**config.mk**
```make
export PLATFORM = sky130hd
export DESIGN_NAME = draw_sprite_engine
export DESIGN_NICKNAME = d
export VERILOG_FILES = /design/src/rtl/draw_sprite_engine.sv
export SDC_FILE = /design/constraint.sdc
export NUM_CORES = 1
export LEC_CHECK = 0
export ABC_AREA = 0
export CELL_PAD_IN_SITES_DETAIL_PLACEMENT = 0
export CELL_PAD_IN_SITES_GLOBAL_PLACEMENT = 1
export CORE_MARGIN = 1.5
export CORE_UTILIZATION = 47
export DETAILED_ROUTE_END_ITERATION = 16
export PLACE_DENSITY_LB_ADDON = 0.1
export SYNTH_ARGS = -nofsm -noshare
export SYNTH_HDL_FRONTEND = slang
export SYNTH_SLANG_ARGS = --single-unit
export TNS_END_PERCENT = 20
```
**constraint.sdc**
```tcl
create_clock -name clk -period 6.56 [get_ports clk]
set_input_delay 1.64 -clock clk [delete_from_list [all_inputs] [get_ports clk]]
set_output_delay 1.64 -clock clk [all_outputs]
set_load 0.01 [all_outputs]
```
**src/rtl/draw_sprite_engine.sv**
```systemverilog
// Draw-sprite responder: walks a 16x16 sprite from the image ROM and writes its
// non-transparent, on-screen pixels into the linear 320x240 frame buffer.
module draw_sprite_engine #(
   parameter int               SPR_DIM = 16,
   parameter int               SCR_W   = 320,
   parameter int               SCR_H   = 240,
   parameter int               PIX_W   = 8,
   parameter logic [PIX_W-1:0] TRANSP  = '0
) (
   input  logic             clk,
   input  logic             rst_n,
   input  logic             start,
   input  logic [7:0]       image,
   input  logic [16:0]      coordinates,
   output logic             rdy,
   output logic [15:0]      rom_addr,
   input  logic [PIX_W-1:0] rom_data,
   output logic             fb_we,
   output logic [16:0]      fb_addr,
   output logic [PIX_W-1:0] fb_wdata
);

   localparam int          CW      = $clog2(SPR_DIM);
   localparam logic [16:0] SCR_W17 = 17'(SCR_W);

   typedef enum logic [1:0] {IDLE, CALC_X, DRAW, FLUSH} state_t;

   state_t            state, state_nxt;
   logic [7:0]        img;
   logic [CW-1:0]     row, col;
   logic [16:0]       base, x_rem, row_base;
   logic [7:0]        y_cnt;
   logic [9:0]        x_sum;
   logic [8:0]        y_sum;

   logic              vld_p1, vis_p1;
   logic [16:0]       addr_p1;
   logic [16:0]       fb_addr_q;
   logic [PIX_W-1:0]  fb_wdata_q;

   assign rdy      = (state == IDLE);
   assign rom_addr = {img, row, col};
   assign x_sum    = {1'b0, x_rem[8:0]} + 10'(col);
   assign y_sum    = {1'b0, y_cnt} + 9'(row);

   always_ff @(posedge clk or negedge rst_n) begin
      if (!rst_n) state <= IDLE;
      else        state <= state_nxt;
   end

   // y_cnt is tested before subtracting so large coordinates can never wrap it
   always_comb begin
      state_nxt = state;
      case (state)
         IDLE:   if (start) state_nxt = CALC_X;
         CALC_X: begin
            if (y_cnt >= 8'(SCR_H))      state_nxt = IDLE;
            else if (x_rem < SCR_W17)    state_nxt = DRAW;
         end
         DRAW:   if (row == '1 && col == '1) state_nxt = FLUSH;
         FLUSH:  state_nxt = IDLE;
         default: state_nxt = IDLE;
      endcase
   end

   always_ff @(posedge clk or negedge rst_n) begin
      if (!rst_n) begin
         img <= '0;
         row <= '0;
         col <= '0;
      end else begin
         case (state)
            IDLE: if (start) img <= image;
            CALC_X: begin
               row <= '0;
               col <= '0;
            end
            DRAW: begin
               col <= col + 1'b1;
               if (col == '1) row <= row + 1'b1;
            end
            default: ;
         endcase
      end
   end

   always_ff @(posedge clk) begin
      case (state)
         IDLE: if (start) begin
            base  <= coordinates;
            x_rem <= coordinates;
            y_cnt <= '0;
         end
         CALC_X: begin
            if (x_rem >= SCR_W17 && y_cnt < 8'(SCR_H)) begin
               x_rem <= x_rem - SCR_W17;
               y_cnt <= y_cnt + 1'b1;
            end
            row_base <= base;
         end
         DRAW: if (col == '1) row_base <= row_base + SCR_W17;
         default: ;
      endcase
   end

   // ---- write stage: aligned with rom_data for the address issued last cycle ----
   always_ff @(posedge clk or negedge rst_n) begin
      if (!rst_n) vld_p1 <= 1'b0;
      else        vld_p1 <= (state == DRAW);
   end

   always_ff @(posedge clk) begin
      vis_p1  <= (x_sum < 10'(SCR_W)) && (y_sum < 9'(SCR_H));
      addr_p1 <= row_base + 17'(col);
   end

   assign fb_we = vld_p1 && vis_p1 && (rom_data != TRANSP);

   always_ff @(posedge clk or negedge rst_n) begin
      if (!rst_n) begin
         fb_addr_q  <= '0;
         fb_wdata_q <= '0;
      end else if (fb_we) begin
         fb_addr_q  <= addr_p1;
         fb_wdata_q <= rom_data;
      end
   end

   assign fb_addr  = fb_we ? addr_p1  : fb_addr_q;
   assign fb_wdata = fb_we ? rom_data : fb_wdata_q;

endmodule

```
==> impl_metrics.tcl <==
set metrics [dict create \
    maxSlewHeadroom_pct 32.8 \
    synthesis.area_um2 5320 \
    cp-start-kind "input port" \
    drt_wl_total_um 9950 \
    drtIter0Drc 163 \
    r2r_setup_slack_ns 4.26 \
    synth_area_per_cell_um2 12.6 \
    layout-drive-gt1-share_pct 15.1 \
    seq_area_um2 3230 \
    cap_viol_max_count 0 \
    max_clock_freq_mhz 187 \
    hold_buffers 0 \
    synth_edf_count 59 \
    wl_per_cell_um 15.0 \
    syn_to_final_growth_pct 28.7 \
    fp-row-count 38 \
    hold_slack_ns 0.480 \
    synth_compound_area_share_pct 5.59 \
    path_depth 6 \
    ys_ff_latch 121 \
    synthMuxAreaShare_pct 8.63 \
    port_buffers 78 \
    cts_tree "done" \
    antenna_found_initial 0 \
    p_clk_share_pct 51.5 \
    syn_nets 478 \
    fp.dieW_um 109 \
    wl_met2_um 4590 \
    timing.setup.tns_ns 0 \
    place_hpwl_um 7050 \
    yosys.area_share.simple_pct 11.5 \
    drc 0 \
    final_common_cell "clkdlybuf4s50_1" \
    rsz0062_at_grt "false" \
    dr.pass1.iters 4 \
    synth_top_family_by_area "simple AND/OR/NAND/NOR gates" \
    p_int_mw 1.41 \
    crit_required_ns 4.92 \
    seq_area_frac_synth_pct 60.7 \
    core_um2 10900 \
    reg2reg_to "y_cnt[7]" \
    layout_worst_path_cycle_share_pct 81.3 \
    cts_sinks 121 \
    synth-xor-area-share_pct 6.58 \
    root_buffer "clkbuf_16" \
    setup_violations 0 \
    worstHoldPathCells 1 \
    initial_core_util_pct 48.7 \
    cts_setup_buffers 0 \
    p_per_area_nw_per_um2 255 \
    crit_fanout 22 \
    crit_buf_inv 3 \
    cts_buffer_depth 2 \
    vias_per_cell 5.02 \
    cts-resized-gates 0 \
    dr_total_vias 3331 \
    worst_pin_slew_ns 1.01 \
    cp_cell_sequence "clkdlybuf4s50_1 -> nor4_1 -> a21oi_2 -> buf_4 -> mux2_2 -> clkdlybuf4s50_1" \
    cp-startpoint "rom_data[1]" \
    multi_input_area_um2 1990 \
    antenna_cells 0 \
    final_cell_mix "77 x clkdlybuf4s50_1, 59 x edfxtp_1, 44 x dfrtp_1, 39 x mux2_2, 34 x nor2_1" \
    wl_met1_um 4690 \
    cp_top_family "buffers and inverters" \
    grt_first_pass_wirelength_um 16300 \
    crit_arrival_ns 3.69 \
    pin_count 79 \
    fin_crit_ns 5.33 \
    gp_congestion 0.815 \
    slowest_stage "clkdlybuf4s50_1" \
    hp-start "addr_p1[9]" \
    hold_path_end "fb_addr_q[9]" \
    p_seq_share_pct 45.7 \
    synth_adder_area_share_pct 5.08 \
    crit_top_cell "clkdlybuf4s50_1" \
    max_stage_delay_ns 0.53 \
    die-area_um2 12000 \
    power.share.switching_pct 19.4 \
    overflow 0 \
    grt_use_total_pct 18.5 \
    numCtsBuffers 17 \
    power_switching_mw 0.338 \
    grt_max_degree 45 \
    final_antenna_net_count 0 \
    ys_types 40 \
    nets 567 \
    hold_viol 0 \
    p_total_mw 1.75 \
    chipHeight_um 109 \
    top_layer "met4" \
    nFillCells 888 \
    reg2reg_depth 8 \
    outcome "complete, no violations" \
    ys_async_sr_fraction_pct 36.4 \
    finalNonFillerCells 663 \
    postSynthCellCount 421 \
    fin_util_pct 62.6 \
    htreeDepth 4 \
    endpoint_kind "output port" \
    placed_cells 631 \
    p_leak_nw 2.75 \
    yosysWarnings 0 \
    dr_wl_met3_um 463 \
    skew_ns 0.00647 \
    hp-class "register to register" \
    synthFlopType "edfxtp_1" \
    slew_violations 0 \
    irDropWorstVdd_uv 207 \
    comb_power_share_pct 2.8 \
    insertion_delay_ns 0.41 \
    grt_pass1_vias 3378 \
    critical_path_class "input port to output port" \
    clk_pin_slew_ns 0.05 \
]
cell families after synthesis:
kind of cell / Yosys count
simple gates: 126
buf+inv: 25
mux: 41
compound gates: 47
xor+xnor: 40
flops: 121
fa+ha+maj: 21
registers in the layout, summed over array words and instances, names as in the netlist, named ones only:
signal / flops
state: 1
x_rem: 17
base: 17
col: 4
row_base: 17
addr_p1: 17
vis_p1: 1
row: 4
img: 8
fb_wdata_q: 8
fb_addr_q: 17
vld_p1: 1
y_cnt: 8
cell usage after synthesis, drive strengths merged (9+ instances only):
cell type  instances  area, µm²
a21oi             22        110
clkbuf            10       37.5
dfrtp             44       1100
dfxtp             18        360
edfxtp            59       1770
ha                20        250
inv               12       45.0
mux2              39        439
nand2             27        101
nand3             17       85.1
nor2              34        128
nor2b             14       87.6
nor3               9       45.0
o21ai             10       50.1
xnor2             33        289
layout make-up:
class / count / share of cell area, %
Sequential cell: 121 / 47.2
Multi-Input combinational cell: 275 / 29.1
Timing Repair Buffer: 82 / 11.8
Clock buffer: 23 / 7.93
Tap cell: 140 / 2.56
Clock inverter: 9 / 0.767
Inverter: 13 / 0.712
metrics by stage:
| step | setup WS [ns] | area (µm²) |
|---|---|---|
| 2_1_floorplan | 1.96 | 5320 |
| 3_3_place_gp | 1.27 | 6250 |
| 3_5_place_dp | 1.20 | 6250 |
| 4_1_cts | 1.19 | 6850 |
| 5_1_grt | 1.12 | 6850 |
| 6_report | 1.23 | 6850 |
worst max path at each step:
stage / end / slack (ns)
6_report: fb_addr[8] / 1.23
5_1_grt: fb_addr[4] / 1.12
4_1_cts: fb_addr[8] / 1.19
3_5_place_dp: fb_addr[8] / 1.20
3_3_place_gp: fb_addr[15] / 1.27
2_1_floorplan: fb_addr[14] / 1.96
power groups by stage:
| stage | Combinational (mW) | Clock [mW] | Sequential [mW] |
|---|---|---|---|
| 2_1_floorplan | 0.0110 | 0 | 0.812 |
| 3_3_place_gp | 0.0483 | 0 | 0.813 |
| 3_5_place_dp | 0.0493 | 0 | 0.813 |
| 4_1_cts | 0.0496 | 0.921 | 0.798 |
| 5_1_grt | 0.0534 | 0.957 | 0.798 |
| 6_report | 0.0485 | 0.899 | 0.798 |
layer usage:
layer,global-route usage (%),vias up
met1,23.2,1569
met3,6.34,15
met2,28.3,65
met4,9.37,0
li1,-,1682
met5,0,-
(Power assumes the default switching activity.)
